===== config.mk =====
export PLATFORM = sky130hd
export DESIGN_NAME = serial_adder_subtractor
export DESIGN_NICKNAME = d
export VERILOG_FILES = /design/src/rtl/serial_adder_subtractor.sv
export SDC_FILE = /design/constraint.sdc
export NUM_CORES = 1
export LEC_CHECK = 0
export ABC_CLOCK_PERIOD_IN_PS = 1300
export CAP_MARGIN = 25
export CORE_MARGIN = 1
export CORE_UTILIZATION = 46
export DETAILED_ROUTE_END_ITERATION = 6
export GPL_TIMING_DRIVEN = 0
export PLACE_DENSITY = 0.74
export SETUP_SLACK_MARGIN = 0.05
export SKIP_CTS_REPAIR_TIMING = 1
export SYNTH_ARGS = -nofsm -noshare
export SYNTH_HDL_FRONTEND = slang
export SYNTH_SLANG_ARGS = --single-unit

===== constraint.sdc =====
create_clock -name clk -period 1.3 [get_ports clk]
set_input_delay 0.325 -clock clk [delete_from_list [all_inputs] [get_ports clk]]
set_output_delay 0.325 -clock clk [all_outputs]
set_load 0.1 [all_outputs]

===== src/rtl/serial_adder_subtractor.sv =====
// Bit-serial adder/subtractor: one full-adder stage with a registered carry
// walks the operands LSB first, one bit per clock, and pulses done at the end.
module serial_adder_subtractor #(
  parameter int WIDTH = 8
) (
  input  logic             clk,
  input  logic             rst_n,
  input  logic             start,
  input  logic             sub,
  input  logic [WIDTH-1:0] a,
  input  logic [WIDTH-1:0] b,
  output logic             busy,
  output logic             done,
  output logic [WIDTH-1:0] result,
  output logic             carry_out,
  output logic             overflow
);

  localparam int CNT_W = (WIDTH > 2) ? $clog2(WIDTH) : 1;
  localparam logic [CNT_W-1:0] LAST_BIT = CNT_W'(WIDTH - 1);

  typedef enum logic [1:0] {
    IDLE  = 2'd0,
    SHIFT = 2'd1,
    DONE  = 2'd2
  } state_t;

  state_t           state_q, state_d;
  logic [WIDTH-1:0] opa_q, opb_q, sr_q, result_q;
  logic [CNT_W-1:0] count_q;
  logic             carry_q, carry_out_q, overflow_q;
  logic             s_bit, c_bit, accept, last_bit;

  // ---------------------------------------------------------------- FSM
  // NOTE: sequential state uses non-blocking assignments so every register
  // samples pre-edge values, independent of block ordering.
  always_ff @(posedge clk or negedge rst_n) begin
    if (!rst_n) state_q <= IDLE;
    else        state_q <= state_d;
  end

  // NOTE: state_d is defaulted first so no path through the case leaves it
  // unassigned, which would otherwise infer a latch.
  always_comb begin
    state_d = state_q;
    case (state_q)
      IDLE:    if (start) state_d = SHIFT;
      SHIFT:   if (count_q == LAST_BIT) state_d = DONE;
      DONE:    state_d = IDLE;
      default: state_d = IDLE;
    endcase
  end

  always_comb begin
    busy = 1'b0;
    done = 1'b0;
    case (state_q)
      SHIFT:   busy = 1'b1;
      DONE:    done = 1'b1;
      default: ;
    endcase
  end

  // ------------------------------------------------------------ datapath
  assign accept   = (state_q == IDLE) && start;
  assign last_bit = (state_q == SHIFT) && (count_q == LAST_BIT);

  // Single full-adder stage; carry_q is the carry into the current bit.
  always_comb begin
    s_bit = opa_q[0] ^ opb_q[0] ^ carry_q;
    c_bit = (opa_q[0] & opb_q[0]) | (opa_q[0] & carry_q) | (opb_q[0] & carry_q);
  end

  // NOTE: every register, including the shift registers, is reset so an
  // aborted operation leaves no stale partial state behind.
  always_ff @(posedge clk or negedge rst_n) begin
    if (!rst_n) begin
      opa_q       <= '0;
      opb_q       <= '0;
      sr_q        <= '0;
      carry_q     <= 1'b0;
      count_q     <= '0;
      result_q    <= '0;
      carry_out_q <= 1'b0;
      overflow_q  <= 1'b0;
    end else if (accept) begin
      // Subtraction is a + ~b + 1: the +1 enters as the initial carry.
      opa_q   <= a;
      opb_q   <= sub ? ~b : b;
      carry_q <= sub;
      count_q <= '0;
    end else if (state_q == SHIFT) begin
      sr_q    <= {s_bit, sr_q[WIDTH-1:1]};
      opa_q   <= opa_q >> 1;
      opb_q   <= opb_q >> 1;
      carry_q <= c_bit;
      count_q <= count_q + CNT_W'(1);
      if (last_bit) begin
        // Published outputs only move here, so they hold between operations.
        result_q    <= {s_bit, sr_q[WIDTH-1:1]};
        carry_out_q <= c_bit;
        overflow_q  <= carry_q ^ c_bit;
      end
    end
  end

  assign result    = result_q;
  assign carry_out = carry_out_q;
  assign overflow  = overflow_q;

endmodule


# Word level (Yosys, flattened, before mapping)
# Index checks and enable logic that the tools add are counted.
[classes]
n_mux = 14
reduce_logical = 7
bitwise_logic = 10
n_addsub = 1
n_eq_ne = 5
[op_table]
columns = ["cell", "count"]
rows = [
  ["$mux 8", 5],
  ["$not 8->8", 1],
  ["$mux 3", 2],
  ["$mux 1", 4],
  ["$mux 2", 2],
  ["$pmux 2 s2", 1],
  ["$reduce_and 2->1", 2],
  ["$add 3x1->3 const B", 1],
  ["$and 1x1->1", 3],
  ["$eq 3x3->1 const B", 1],
  ["$reduce_and 3->1", 1],
  ["$xor 1x1->1", 3],
  ["$eq 2x1->1 const B", 1],
  ["$eq 2x2->1 const B", 1],
  ["$logic_and 1x1->1", 2],
  ["$logic_not 2->1", 1],
  ["$ne 2x1->1 const B", 1],
  ["$ne 2x2->1 const B", 1],
  ["$or 1x1->1", 2],
  ["$reduce_bool 2->1", 1],
  ["$not 1->1", 1],
]
[totals]
wordCells = 46
output_inout_bits = 12
register_bits = 40
input_bits = 20

# Logic depth before layout (Yosys ltp)
[logic_depth]
depth_word = 5
mapped_depth = 7
mapped_depth_nobuf = 5

# Worst setup path before layout
# Ideal clock, no wire load.
[synth_path]
path_kind = "reg2out"
from = "register state_q[1]"
to = "output done"
required_ps = 975
path_stages_with_launch = 4
n_path_buf = 2
setup_slack_ps = -1105
t_arrival_ps = 2080
cell_sequence = "dfrtp_1 -> buf_4 -> clkbuf_1 -> nor2b_1"
[synth_via]
elab_chain_cells = 2
[synth_rtl]
columns = ["element", "line", "source"]
rows = [
  ["from (decl)", "28", "state_t state_q, state_d;"],
  ["from (signal assigned)", "39", "else state_q <= state_d;"],
  ["$eq 2x2->1", "57", "case (state_q)"],
  ["$mux 1", "57", ""],
  ["to (decl)", "13", "output logic done,"],
]
# Every way passes these cells.

# Worst setup path after layout
[layout_path]
from = "register state_q[1]"
to = "output busy"
[layout_via]
elab_chain_cells = 2
[layout_rtl]
columns = ["element", "line", "source"]
rows = [
  ["$eq 2x1->1", "57", ""],
  ["$mux 1", "57", ""],
  ["to (decl)", "12", "output logic busy,"],
]
# Every way passes these cells.

==> metrics <==
grt total ovfl=0; period utilisation layout=1.30; Initial Util=0.484; CP Max Fanout=6; clk buf depth=2; Worst Path Buf+Inv=5; post-synth cell types=29; drt wl/cell=roughly 14 um; Post-Synth Simple-Gate Area=0.130; Crit. End Element=primary output; FF+latch count, synth=39; die span in y=64.5 um; first-pass GRT wire length=a little under 6 mm; latest clock arrival within the worst-skew pair=approximately 0.29 ns; H-tree depth=2; CP peak stage delay=0.38 ns; Final Cell Area=~2700 sq um; Placer Congestion=0.748; final setup violation count=17; Worst-path clk slew=0.07 ns; Compound-Gate Fraction of Synth Area=0.140; Static Leak=approximately 1.3 nW; vias in the first global route=between 1k and 1.5k; Adder-Cell Fraction of Synth Area=0.0251; mux cell area share after synthesis=0.0731; vias after detailed routing=between 1k and 1.5k; Final Worst Setup Slack=-0.392 ns; Pwr Density=2640 nW/um^2; Peak Freq=between 0.5 and 0.6 GHz; YS warnings=0; TritonCTS Buffers=5; CP Cell Sequence=buf_6, nand2b_4, buf_6, inv_8, buf_12, buf_12; GR Util All Layers=0.188; nets@finish=243; number of DRC markers in iteration 0=80; layout cells sized above 1=0.348; Peak VDD IR=a little under 1 mV; Initial DRT Pass Iterations=4; core area=about 3700 sq um; Placement Rows=22; Final Critical Period=1.69 ns; Worst Tran Pin Value=0.844 ns; initial antenna violation count=0; vias per inst=between 5 and 6; violated checks=setup timing; Die X=~64 um; Post-Place Setup Slack=-1.14 ns; clk_skew=0.00528 ns; sequential area share after synthesis=0.543; Synth Area per Inst=roughly 11 sq um; CP Depth=6; dominant delay contributor by cell family on the critical path=buffers and inverters; Worst slew margin=0.437; final wirelength=approximately 3.8 mm; final hold vios=0; Synth Area in XOR/XNOR=0.0439; die area=4160 sq um; Post-DP Area=2250 sq um; HPWL after DPL=2.34 mm; max_cap viols=0; Post-Syn Area=approximately 1800 sq um; unrepaired setup endpoints after global routing=yes; Crit-path slowest cell=dfrtp_1; Synth-to-Final Area Change=48.3%; port bufs=30; # diodes=0; largest family of logic cells by synthesized area=compound AO/OA/AOI/OAI gates; status=finished with violations; R2R cell count=5; Top-Level Pins=32; WS Path Type=flip-flop to primary output; fin. max-slew vios=0; CP arrival=1.37 ns; post-synth net total=between 150 and 200; largest net degree at the start of global routing=40; Routed Antenna Nets=0; Worst Setup Start Kind=flip-flop; Remaining DRCs=0; CTS root buf=clkbuf_8; Worst Path Required=between 0.9 and 1 ns; worst hold path type=input port to async pin; CTS tree=done; synthesized instance count=159; CTS Sinks=39
-- cell type report --
cell class              instances  area (sq um)
inverters                       2          15.0
clock inverters                 1          5.00
well taps                      48          60.1
plain buffers                  10           130
repair buffers                 53           563
multi-input cells             109           837
fillers                       260          1050
clock buffers                   7          76.3
flip-flops and latches         39           978
-- Yosys cell counts, drive strengths merged --
library cell | number | area share
a21oi | 6 | 0.017
a22o | 4 | 0.019
a22oi | 9 | 0.038
and2b | 3 | 0.013
buf | 8 | 0.037
clkbuf | 2 | 0.0042
dfrtp | 39 | 0.54
fa | 1 | 0.011
ha | 2 | 0.014
inv | 2 | 0.0042
mux2 | 9 | 0.056
mux2i | 3 | 0.017
nand2 | 32 | 0.067
nand2b | 1 | 0.0035
nand3b | 1 | 0.011
nor2 | 2 | 0.0042
nor2b | 6 | 0.021
nor3b | 1 | 0.010
o21ai | 14 | 0.041
o21bai | 2 | 0.010
o22a | 3 | 0.015
xnor2 | 4 | 0.019
xor2 | 5 | 0.024
-- cell families (layout without fill, tap and decap cells) --
family | Yosys count | count (layout)
compound gates | 38 | 39
xor+xnor | 9 | 9
fa+ha+maj | 3 | 3
buf+inv | 12 | 73
flops | 39 | 39
mux | 12 | 12
simple gates | 46 | 46
-- final timing paths --
check	slack, ns	end	from
setup / recovery	-0.39	busy	state_q[1]
hold / removal	0.14	result[2]	rst_n
setup reg to reg	-0.13	result[4]	count_q[0]
hold reg to reg	0.49	sr_q[1]	sr_q[1]
max in group asynchronous	0.58	result[1]	rst_n
min in group clk	0.48	carry_q	sub
-- layout by cell type, fill, tap and decap left out, types with 2 or more instances in the layout --
cell             instances
o21ai_0                  4
dfrtp_1                 37
buf_8                    6
nand2_1                 32
buf_6                   13
nor2_1                   2
buf_2                    2
mux2_4                   9
a22oi_2                  2
dfrtp_2                  2
mux2i_1                  3
clkbuf_8                 6
buf_12                   5
xnor2_1                  4
and2b_1                  3
clkdlybuf4s50_1         16
xor2_1                   5
nor2b_1                  4
a21oi_1                  6
a22oi_1                  7
o22a_1                   3
clkbuf_1                 2
buf_4                   18
a22o_1                   4
o21ai_1                  9
-- registers in the layout (all words and copies together) (netlist names) --
signal	cells
carry_out	1
carry_q	1
count_q	3
opa_q	8
opb_q	8
overflow	1
result	8
sr_q	7
state_q	2
-- metrics by stage --
step                      hold slack, ns  TNS (ns)   util  total power [mW]  instances
after CTS                          0.169    -13.58  0.626              6.25        245
after global routing               0.197     -3.02  0.717              7.47        269
after global placement             0.455    -52.98  0.606              5.35        237
after floorplan                   0.0294    -0.559      -              4.72        159
final                              0.140     -2.09  0.717              7.04        269
after detailed placement           0.465    -15.51  0.604              5.47        237
-- where the power goes --
group          leakage [nW]  internal, mW  switching, mW  total, mW
sequential            0.487          1.76          0.388       2.15
combinational         0.738          1.82           2.30       4.12
clock                0.0422         0.376          0.403      0.779
total                  1.27          3.96           3.09       7.04
-- routing by layer --
| layer | GRT usage | vias to the layer above | part of all wire |
|---|---|---|---|
| met1 | 0.225 | 692 | 0.43 |
| li1 | - | 666 | - |
| met5 | 0 | - | 0 |
| met4 | 0.0778 | 0 | 0.014 |
| met3 | 0.0616 | 7 | 0.039 |
| met2 | 0.312 | 33 | 0.52 |
(Power assumes the default switching activity.)
